**src/rtl/id_pkg.sv**
```systemverilog
// Shared decode types for the WISC instruction-decode stage: opcodes, control
// bundle, fixed register roles and the opcode-to-control decoder.
package id_pkg;

    localparam int DATA_REG = 14;
    localparam int LINK_REG = 15;

    typedef enum logic [3:0] {
        OP_ADD  = 4'h0, OP_SUB  = 4'h1, OP_AND  = 4'h2, OP_NOR = 4'h3,
        OP_SLL  = 4'h4, OP_SRL  = 4'h5, OP_SRA  = 4'h6, OP_ADDI = 4'h7,
        OP_LW   = 4'h8, OP_SW   = 4'h9, OP_LHB  = 4'hA, OP_LLB = 4'hB,
        OP_B    = 4'hC, OP_CALL = 4'hD, OP_RET  = 4'hE, OP_HLT = 4'hF
    } opcode_e;

    typedef enum logic [1:0] {
        IMM_NONE = 2'd0,
        IMM_S4   = 2'd1,
        IMM_S8   = 2'd2,
        IMM_Z8   = 2'd3
    } imm_sel_e;

    typedef struct packed {
        logic [2:0] alu_op;
        logic       alu_src;
        logic       mem_to_reg;
        logic       reg_to_mem;
        logic       reg_write;
        logic       branch;
        logic       call;
        logic       ret;
        logic       rs_used;
        logic       rt_used;
        imm_sel_e   imm_sel;
    } ctrl_t;

    function automatic ctrl_t decode_ctrl(input opcode_e op);
        ctrl_t      c;
        logic [3:0] op_bits;
        c       = '0;
        op_bits = op;
        case (op)
            OP_ADD, OP_SUB, OP_AND, OP_NOR: begin
                c.alu_op    = op_bits[2:0];
                c.reg_write = 1'b1;
                c.rs_used   = 1'b1;
                c.rt_used   = 1'b1;
            end
            OP_SLL, OP_SRL, OP_SRA, OP_ADDI: begin
                c.alu_op    = op_bits[2:0];
                c.alu_src   = 1'b1;
                c.reg_write = 1'b1;
                c.rs_used   = 1'b1;
                c.imm_sel   = IMM_S4;
            end
            OP_LW: begin
                c.alu_src    = 1'b1;
                c.mem_to_reg = 1'b1;
                c.reg_write  = 1'b1;
                c.rs_used    = 1'b1;
                c.imm_sel    = IMM_S8;
            end
            OP_SW: begin
                c.alu_src    = 1'b1;
                c.reg_to_mem = 1'b1;
                c.rs_used    = 1'b1;
                c.rt_used    = 1'b1;
                c.imm_sel    = IMM_S8;
            end
            OP_LHB, OP_LLB: begin
                c.alu_op    = 3'b111;
                c.alu_src   = 1'b1;
                c.reg_write = 1'b1;
                c.rs_used   = 1'b1;
                c.imm_sel   = IMM_Z8;
            end
            OP_B: begin
                c.branch  = 1'b1;
                c.imm_sel = IMM_S8;
            end
            OP_CALL: begin
                c.call      = 1'b1;
                c.reg_write = 1'b1;
            end
            OP_RET: begin
                c.ret     = 1'b1;
                c.rs_used = 1'b1;
            end
            default: c = '0;
        endcase
        return c;
    endfunction

endpackage

```
**src/rtl/regfile_bypass.sv**
```systemverilog
// Two-read/one-write register file with R0 hardwired to zero and same-cycle
// write-through so decode sees the value being written back.
module regfile_bypass #(
    parameter  int DATA_W = 16,
    parameter  int NREGS  = 16,
    localparam int RW     = $clog2(NREGS)
) (
    input  logic              clk,
    input  logic              rst_n,
    input  logic              we,
    input  logic [RW-1:0]     waddr,
    input  logic [DATA_W-1:0] wdata,
    input  logic [RW-1:0]     raddr_a,
    input  logic [RW-1:0]     raddr_b,
    output logic [DATA_W-1:0] rdata_a,
    output logic [DATA_W-1:0] rdata_b
);

    logic [DATA_W-1:0] regs_r [NREGS];

    // Register storage: synchronous clear, writes to R0 discarded
    always_ff @(posedge clk) begin
        if (!rst_n) begin
            for (int i = 0; i < NREGS; i++) regs_r[i] <= '0;
        end else if (we && (waddr != '0)) begin
            regs_r[waddr] <= wdata;
        end
    end

    // Read port A with write-through bypass
    always_comb begin
        rdata_a = '0;
        if (raddr_a == '0) begin
            rdata_a = '0;
        end else if (we && (waddr == raddr_a)) begin
            rdata_a = wdata;
        end else begin
            rdata_a = regs_r[raddr_a];
        end
    end

    // Read port B with write-through bypass
    always_comb begin
        rdata_b = '0;
        if (raddr_b == '0) begin
            rdata_b = '0;
        end else if (we && (waddr == raddr_b)) begin
            rdata_b = wdata;
        end else begin
            rdata_b = regs_r[raddr_b];
        end
    end

endmodule

```
**src/rtl/id_stage_pipe.sv**
```systemverilog
// WISC instruction-decode stage: field extraction, operand read, load-use
// interlock and the registered ID/EX boundary with valid/ready and flush.
module id_stage_pipe
    import id_pkg::*;
#(
    parameter  int DATA_W  = 16,
    parameter  int NREGS   = 16,
    parameter  int INSTR_W = 16,
    localparam int RW      = $clog2(NREGS)
) (
    input  logic               clk,
    input  logic               rst_n,
    input  logic               if_valid,
    input  logic [INSTR_W-1:0] instr,
    input  logic [DATA_W-1:0]  pc_in,
    output logic               id_ready,
    input  logic               ex_ready,
    input  logic               flush,
    input  logic               wb_we,
    input  logic [RW-1:0]      wb_rd,
    input  logic [DATA_W-1:0]  wb_data,
    output logic               ex_valid,
    output logic [DATA_W-1:0]  ex_pc,
    output logic [DATA_W-1:0]  ex_rs_data,
    output logic [DATA_W-1:0]  ex_rt_data,
    output logic [RW-1:0]      ex_rs,
    output logic [RW-1:0]      ex_rt,
    output logic [RW-1:0]      ex_rd,
    output logic [DATA_W-1:0]  ex_imm,
    output logic [2:0]         ex_alu_op,
    output logic               ex_alu_src,
    output logic               ex_mem_to_reg,
    output logic               ex_reg_to_mem,
    output logic               ex_reg_write,
    output logic               ex_branch,
    output logic               ex_call,
    output logic               ex_ret,
    output logic [2:0]         ex_cond,
    output logic [11:0]        ex_call_tgt,
    output logic               halt
);

    typedef struct packed {
        logic              valid;
        logic [DATA_W-1:0] pc;
        logic [DATA_W-1:0] rs_data;
        logic [DATA_W-1:0] rt_data;
        logic [RW-1:0]     rs;
        logic [RW-1:0]     rt;
        logic [RW-1:0]     rd;
        logic [DATA_W-1:0] imm;
        logic [2:0]        alu_op;
        logic              alu_src;
        logic              mem_to_reg;
        logic              reg_to_mem;
        logic              reg_write;
        logic              branch;
        logic              call;
        logic              ret;
        logic [2:0]        cond;
        logic [11:0]       call_tgt;
    } idex_t;

    opcode_e           op_s;
    ctrl_t             ctrl_s;
    logic [RW-1:0]     rs_s, rt_s, rd_s;
    logic [DATA_W-1:0] imm_s, rs_data_s, rt_data_s;
    logic              adv_s, hazard_s, accept_s;
    idex_t             idex_d_s, ex_r;
    logic              halt_r;

    assign op_s   = opcode_e'(instr[15:12]);
    assign ctrl_s = decode_ctrl(op_s);

    // Register-index selection per instruction class
    always_comb begin
        rs_s = '0;
        rt_s = '0;
        rd_s = '0;
        case (op_s)
            OP_ADD, OP_SUB, OP_AND, OP_NOR: begin
                rd_s = RW'(instr[11:8]);
                rs_s = RW'(instr[7:4]);
                rt_s = RW'(instr[3:0]);
            end
            OP_SLL, OP_SRL, OP_SRA, OP_ADDI: begin
                rd_s = RW'(instr[11:8]);
                rs_s = RW'(instr[7:4]);
            end
            OP_LW: begin
                rd_s = RW'(instr[11:8]);
                rs_s = RW'(DATA_REG);
            end
            OP_SW: begin
                rt_s = RW'(instr[11:8]);
                rs_s = RW'(DATA_REG);
            end
            OP_LHB, OP_LLB: begin
                rd_s = RW'(instr[11:8]);
                rs_s = RW'(instr[11:8]);
            end
            OP_CALL: rd_s = RW'(LINK_REG);
            OP_RET:  rs_s = RW'(LINK_REG);
            default: begin
                rs_s = '0;
                rt_s = '0;
                rd_s = '0;
            end
        endcase
    end

    // Immediate extension
    always_comb begin
        imm_s = '0;
        case (ctrl_s.imm_sel)
            IMM_S4:  imm_s = {{(DATA_W-4){instr[3]}}, instr[3:0]};
            IMM_S8:  imm_s = {{(DATA_W-8){instr[7]}}, instr[7:0]};
            IMM_Z8:  imm_s = {{(DATA_W-8){1'b0}}, instr[7:0]};
            default: imm_s = '0;
        endcase
    end

    regfile_bypass #(.DATA_W(DATA_W), .NREGS(NREGS)) u_rf (
        .clk     (clk),
        .rst_n   (rst_n),
        .we      (wb_we),
        .waddr   (wb_rd),
        .wdata   (wb_data),
        .raddr_a (rs_s),
        .raddr_b (rt_s),
        .rdata_a (rs_data_s),
        .rdata_b (rt_data_s)
    );

    // A load in EX whose destination feeds this instruction costs one bubble
    assign adv_s    = !ex_r.valid || ex_ready;
    assign hazard_s = if_valid && ex_r.valid && ex_r.mem_to_reg && (ex_r.rd != '0) &&
                      ((ctrl_s.rs_used && (rs_s == ex_r.rd)) ||
                       (ctrl_s.rt_used && (rt_s == ex_r.rd)));
    assign id_ready = rst_n && !halt_r && adv_s && !hazard_s;
    assign accept_s = if_valid && id_ready;

    // Next ID/EX contents for an accepted instruction
    always_comb begin
        idex_d_s            = '0;
        idex_d_s.valid      = 1'b1;
        idex_d_s.pc         = pc_in;
        idex_d_s.rs_data    = rs_data_s;
        idex_d_s.rt_data    = rt_data_s;
        idex_d_s.rs         = rs_s;
        idex_d_s.rt         = rt_s;
        idex_d_s.rd         = rd_s;
        idex_d_s.imm        = imm_s;
        idex_d_s.alu_op     = ctrl_s.alu_op;
        idex_d_s.alu_src    = ctrl_s.alu_src;
        idex_d_s.mem_to_reg = ctrl_s.mem_to_reg;
        idex_d_s.reg_to_mem = ctrl_s.reg_to_mem;
        idex_d_s.reg_write  = ctrl_s.reg_write;
        idex_d_s.branch     = ctrl_s.branch;
        idex_d_s.call       = ctrl_s.call;
        idex_d_s.ret        = ctrl_s.ret;
        if (ctrl_s.branch) begin
            idex_d_s.cond = instr[11:9];
        end else begin
            idex_d_s.cond = 3'b000;
        end
        if (ctrl_s.call) begin
            idex_d_s.call_tgt = instr[11:0];
        end else begin
            idex_d_s.call_tgt = 12'h000;
        end
    end

    // ID/EX register and sticky halt; bubbles and flushes clear every control bit
    always_ff @(posedge clk) begin
        if (!rst_n) begin
            ex_r   <= '0;
            halt_r <= 1'b0;
        end else begin
            if (flush || (adv_s && !accept_s)) begin
                ex_r <= '0;
            end else if (adv_s) begin
                ex_r <= idex_d_s;
            end else begin
                ex_r <= ex_r;
            end
            if (accept_s && !flush && (op_s == OP_HLT)) begin
                halt_r <= 1'b1;
            end
        end
    end

    assign ex_valid      = ex_r.valid;
    assign ex_pc         = ex_r.pc;
    assign ex_rs_data    = ex_r.rs_data;
    assign ex_rt_data    = ex_r.rt_data;
    assign ex_rs         = ex_r.rs;
    assign ex_rt         = ex_r.rt;
    assign ex_rd         = ex_r.rd;
    assign ex_imm        = ex_r.imm;
    assign ex_alu_op     = ex_r.alu_op;
    assign ex_alu_src    = ex_r.alu_src;
    assign ex_mem_to_reg = ex_r.mem_to_reg;
    assign ex_reg_to_mem = ex_r.reg_to_mem;
    assign ex_reg_write  = ex_r.reg_write;
    assign ex_branch     = ex_r.branch;
    assign ex_call       = ex_r.call;
    assign ex_ret        = ex_r.ret;
    assign ex_cond       = ex_r.cond;
    assign ex_call_tgt   = ex_r.call_tgt;
    assign halt          = halt_r;

endmodule

```
**config.mk**
```make
export PLATFORM = sky130hd
export DESIGN_NAME = id_stage_pipe
export DESIGN_NICKNAME = d
export VERILOG_FILES = /design/src/rtl/id_pkg.sv /design/src/rtl/regfile_bypass.sv /design/src/rtl/id_stage_pipe.sv
export SDC_FILE = /design/constraint.sdc
export NUM_CORES = 1
export LEC_CHECK = 0
export BUFFER_PORTS_ARGS = -buffer_cell sky130_fd_sc_hd__buf_2
export CELL_PAD_IN_SITES_DETAIL_PLACEMENT = 0
export CELL_PAD_IN_SITES_GLOBAL_PLACEMENT = 2
export CORE_MARGIN = 2
export CORE_UTILIZATION = 40
export DETAILED_ROUTE_END_ITERATION = 7
export GPL_TIMING_DRIVEN = 0
export MAX_ROUTING_LAYER = met4
export PLACE_DENSITY_LB_ADDON = 0.1
export SETUP_SLACK_MARGIN = 0.3
export SKIP_LAST_GASP = 1
export SYNTH_ARGS = -nofsm -noshare
export SYNTH_HDL_FRONTEND = slang
export SYNTH_SLANG_ARGS = --single-unit
```
**constraint.sdc**
```tcl
create_clock -name clk -period 3.9 [get_ports clk]
set_input_delay 0.975 -clock clk [delete_from_list [all_inputs] [get_ports clk]]
set_output_delay 0.975 -clock clk [all_outputs]
set_load 0.01 [all_outputs]
```
==> results of run 1 <==
-- metal layers --
layer / GRT usage / vias up / routed length, um
met5: - / - / 0
met4: 0.113 / 0 / 2480
met3: 0.0593 / 150 / 6120
met2: 0.479 / 767 / 32200
met1: 0.397 / 7222 / 28900
li1: - / 6542 / -
-- worst max-delay path, cell delays in order --
cell and delay (ps):
buf_12 120, nand2b_4 180, o221ai_4 150, o21a_1 180
buf_8 110, mux2i_2 200, nor4_2 60, a211oi_2 300
and3_1 230, buf_2 140
-- report_power, final --
group	total, mW	switching [mW]	internal, mW
Combinational	1.36	0.909	0.455
Clock	3.85	1.61	2.24
Sequential	4.33	0.121	4.21
Total	9.54	2.64	6.90
-- through the flow --
step                      power, mW  hold slack, ps  cells  instance area, sq um
final                          9.54             447   2471                 21200
after global routing           9.81             468   2471                 21200
after CTS                      9.51             451   2464                 20900
after detailed placement       5.67             443   2386                 19500
after global placement         5.65             437   2379                 19400
after floorplan                5.08             475   1630                 17900
-- final timing paths --
kind	slack, ps	startpoint	depth (start not counted)	to
max	270	instr[14]	10	id_ready
min	450	ex_pc[10]	2	ex_pc[10]
max reg2reg	1280	ex_rd[2]	10	ex_rs_data[14]
min reg2reg	450	ex_pc[10]	2	ex_pc[10]
-- cells by family after synthesis --
family                 Yosys count  synth area share
multiplexers                    68            0.0623
other                            1          0.000211
flip-flops                     352             0.540
buffers and inverters          162            0.0427
AND/OR/NAND/NOR                563             0.168
AO/OA/AOI/OAI                  458             0.181
XOR/XNOR                        11           0.00541
-- what timing repair did --
item,CTS,global route
gates resized for setup,31,59
pin swaps,3,8
setup endpoints to repair,18,54
setup buffers,2,6
cloned,0,0
-- cell type report --
type	count	area, sq um	area share
plain buffers	153	793	0.0374
inverters	9	36.3	0.00171
clock inverters	23	159	0.00750
flip-flops and latches	352	9610	0.453
clock buffers	53	1160	0.0550
multi-input cells	1116	7730	0.365
well taps	592	741	0.0349
repair buffers	172	955	0.0450
diodes	1	2.50	0.000118
-- cell usage in the layout, fill, tap and decap left out, types with 44 or more instances in the layout --
master / netlist / final
nor2_1: 79 / 75
a21oi_1: 129 / 129
nand2_1: 154 / 152
clkbuf_16: 0 / 44
edfxtp_1: 256 / 256
buf_2: 41 / 192
a221oi_1: 52 / 52
a22oi_1: 92 / 92
clkbuf_1: 80 / 77
and2_1: 243 / 242
dfxtp_1: 96 / 96
==> flow_summary.json, run 1 <==
{
  "drc": 0,
  "rows": 77,
  "finClkSkew_ps": 22.3,
  "drtPass1Iterations": 7,
  "fin_crit_ps": 3630,
  "fmax_mhz": 276,
  "arrival_ps": 2650,
  "synth_top_area_cell": "edfxtp_1",
  "tightest_slew_ps": 1420,
  "crit_path_end_kind": "output port",
  "nFillCells": 4139,
  "finalSetupViolations": 0,
  "clk_latency_ps": 580,
  "cts_hold_buffers": 0,
  "grt_max_degree": 19,
  "ys_warn_count": 0,
  "gp_congestion": 0.940,
  "dpl.hpwl_um": 53300,
  "clkSinkCount": 352,
  "avgSynthCellArea_sq_um": 11.0,
  "die_y_um": 215,
  "synth-edff-count": 256,
  "grt_pass1_vias": 14200,
  "ys_top_cells_by_count": "edfxtp_1, and2_1, nand2_1, a21oi_1, dfxtp_1",
  "path_max_fanout": 7,
  "vias": 14700,
  "slew_violations": 0,
  "die_x_um": 215,
  "dieArea_sq_um": 46200,
  "vdd_drop_max_mv": 0.441,
  "drt-total-wl_um": 69700,
  "final_util": 0.481,
  "cts.clk_slew.worst_paths_ps": 60,
  "drive_gt1_frac": 0.228,
  "drv_cap": 0,
  "port_buffers": 157,
  "synth_seq_area_share": 0.540,
  "power_leakage_nw": 7.95,
  "cts_made_buffers": 43,
  "synthToLayoutAreaGrowth_pct": 19.1,
  "drt_iter0_markers": 1723,
  "worstPathRequired_ps": 2920,
  "yosysTopAreaCellShare": 0.432,
  "synth_seq_cells": 352,
  "cts_tree": "done",
  "grt_pass1_wl_um": 100000,
  "wl_per_cell_um": 28.2,
  "relSlewSlack": 0.0447,
  "antenna_found_initial": 2,
  "yosysMostFrequentCell": "edfxtp_1",
  "syn_inst": 1615,
  "fp.coreArea_sq_um": 44000,
  "setup_ws_ps": 271,
  "initial_core_util": 0.404,
  "start_kind": "input port",
  "rsz0062_at_grt": "yes",
  "holdCritPathClass": "reg2reg",
  "root_buffer": "clkbuf_16",
  "worstSetupPathType": "in2out",
  "largest_reg_flops": 256,
  "syn-cell-area_sq_um": 17800,
  "vias_per_cell": 5.94,
  "hold_viol": 0,
  "fin_nets": 1905,
  "io_pins": 162,
  "ys_types": 73,
  "grt_overflow_total": 0,
  "clockBufferDepth": 3,
  "synth_ff_type": "edfxtp_1",
  "status": "completed",
  "powerDensity_nw_per_um2": 450,
  "grt_util_all_layers": 0.307,
  "place_ws_ps": -801,
  "tns_ps": 0,
  "ant_nets": 0,
  "post-route-period-util": 0.930,
  "synth.area.top_cells": "edfxtp_1, dfxtp_1, and2_1",
  "htree_num_levels": 2,
  "async_reset_ff_frac": 0,
  "max_flop_register": "u_rf.regs_r"
}
Power figures use the tool's default switching activity.
==> inputs of run 2 (changes only) <==
--- a/config.mk
+++ b/config.mk
@@ -6,15 +6,15 @@
 export NUM_CORES = 1
 export LEC_CHECK = 0
 export BUFFER_PORTS_ARGS = -buffer_cell sky130_fd_sc_hd__buf_2
-export CELL_PAD_IN_SITES_DETAIL_PLACEMENT = 0
-export CELL_PAD_IN_SITES_GLOBAL_PLACEMENT = 2
+export CELL_PAD_IN_SITES_DETAIL_PLACEMENT = 1
+export CELL_PAD_IN_SITES_GLOBAL_PLACEMENT = 1
 export CORE_MARGIN = 2
 export CORE_UTILIZATION = 40
 export DETAILED_ROUTE_END_ITERATION = 7
 export GPL_TIMING_DRIVEN = 0
 export MAX_ROUTING_LAYER = met4
 export PLACE_DENSITY_LB_ADDON = 0.1
-export SETUP_SLACK_MARGIN = 0.3
+export SETUP_SLACK_MARGIN = 0.05
 export SKIP_LAST_GASP = 1
 export SYNTH_ARGS = -nofsm -noshare
 export SYNTH_HDL_FRONTEND = slang
==> flow_summary.json, run 2 (synthesis gave the netlist of run 1 again) <==
{
  "crit_path_end_kind": "output port",
  "arrival_ps": 2880,
  "drtPass1Iterations": 6,
  "path_max_fanout": 10,
  "drive_gt1_frac": 0.207,
  "grt_pass1_wl_um": 104000,
  "dpl.hpwl_um": 55000,
  "r2r_slack_ps": 1160,
  "dp_cells": 2385,
  "endpoint": "id_ready",
  "cts_hold_buffers": 0,
  "nFillCells": 4894,
  "drt_iter0_markers": 1574,
  "clkSinkCount": 352,
  "drt-total-wl_um": 72000,
  "layout_common_cells": "edfxtp_1, and2_1, buf_2",
  "grt_max_degree": 20,
  "hold_viol": 0,
  "r2r-end": "ex_rs_data[13]",
  "powerDensity_nw_per_um2": 455,
  "slew_violations": 0,
  "vias_per_cell": 6.10,
  "grt_overflow_total": 0,
  "rsz0062_at_grt": "no",
  "grt_pass1_vias": 15000,
  "antenna_found_initial": 1,
  "htree_num_levels": 2,
  "multi_input_area_sq_um": 7580,
  "cts_tree": "done",
  "timing.hold.worst_path_depth": 2,
  "wl_per_cell_um": 29.3,
  "drv_cap": 0,
  "ant_nets": 0,
  "fin_crit_ps": 3850,
  "regArea_sq_um": 9610,
  "max_flop_register": "u_rf.regs_r",
  "largest_reg_flops": 256,
  "relSlewSlack": 0.103,
  "final_common_cell": "edfxtp_1",
  "holdCritPathClass": "reg2reg",
  "rows": 77,
  "die_x_um": 215,
  "vdd_drop_max_mv": 0.296,
  "clockBufferDepth": 3,
  "cts_made_buffers": 41,
  "fp.coreArea_sq_um": 44000,
  "root_buffer": "clkbuf_16",
  "dieArea_sq_um": 46200,
  "design_area_sq_um": 20900,
  "dpl-instance-area_sq_um": 19500,
  "cts.clk_slew.worst_paths_ps": 60,
  "die_y_um": 215,
  "drc": 0,
  "synthToLayoutAreaGrowth_pct": 17.4,
  "worstSetupPathType": "in2out",
  "io_pins": 162,
  "finalSetupViolations": 0,
  "finClkSkew_ps": 22.7,
  "tns_ps": 0,
  "initial_core_util": 0.404,
  "worst_hold_slack_ps": 446,
  "worstPathRequired_ps": 2920,
  "port_buffers": 157,
  "clk_latency_ps": 590,
  "vias": 15000,
  "crit_path_start": "instr[12]",
  "ff2ff_path_depth": 10,
  "finalNonFillerCells": 2455,
  "grt_util_all_layers": 0.317,
  "fmax_mhz": 260,
  "fin_nets": 1894,
  "start_kind": "input port",
  "status": "completed",
  "power_leakage_nw": 7.82,
  "timing.rr.start": "ex_rd[0]",
  "post-route-period-util": 0.987,
  "tightest_slew_ps": 1340,
  "gp_congestion": 1.00
}
-- run 2: per-layer routing --
layer  vias to the layer above  GRT usage  routed length [um]
met5                         -          -                   0
met4                         0      0.103                2420
met3                       157     0.0529                5650
met2                       699      0.509               34000
met1                      7611      0.410               30000
li1                       6498          -                   -
-- run 2: worst max-delay path, cell delays in order --
cell      delay [ps]
buf_4            170
nor2b_1          140
clkbuf_4         210
a31oi_2          180
a211oi_2         280
nand2_1          120
nor4_4           350
a211oi_2          80
and3_1           210
buf_2            140
-- run 2: timing repair --
action | 4_1_cts | 5_1_grt
setup endpoints to repair | 10 | 9
buffers inserted | 0 | 1
pin swaps | 0 | 1
resized for setup | 12 | 17
gates cloned | 0 | 0
-- run 2: power by group --
| group | total (mW) | internal [mW] | switching (mW) |
|---|---|---|---|
| sequential | 4.34 | 4.21 | 0.128 |
| combinational | 1.33 | 0.429 | 0.904 |
| clock | 3.83 | 2.24 | 1.59 |
-- run 2: through the flow --
stage	util	setup slack [ps]	power (mW)
finish	0.474	49.0	9.50
detailed placement	0.443	-834	5.69
floorplan	-	442	5.08
CTS	0.473	53.3	9.50
global placement	0.440	-862	5.65
global route	0.474	7.38	9.77
-- run 2: layout make-up --
type / count / share of cell area
inverters: 9 / 0.00162
well taps: 592 / 0.0355
diodes: 2 / 0.000240
clock buffers: 48 / 0.0519
multi-input cells: 1116 / 0.363
repair buffers: 164 / 0.0423
clock inverters: 20 / 0.00976
flip-flops and latches: 352 / 0.460
plain buffers: 152 / 0.0356
-- run 2: worst min-delay path by stage --
stage,slack (ps),endpoint,startpoint
after floorplan,480,ex_alu_op[1],ex_alu_op[1]
after global placement,440,ex_pc[1],ex_pc[1]
after detailed placement,440,ex_alu_src,ex_alu_src
after CTS,450,ex_alu_op[1],ex_alu_op[1]
after global routing,460,ex_alu_op[1],ex_alu_op[1]
final,450,ex_alu_op[1],ex_alu_op[1]
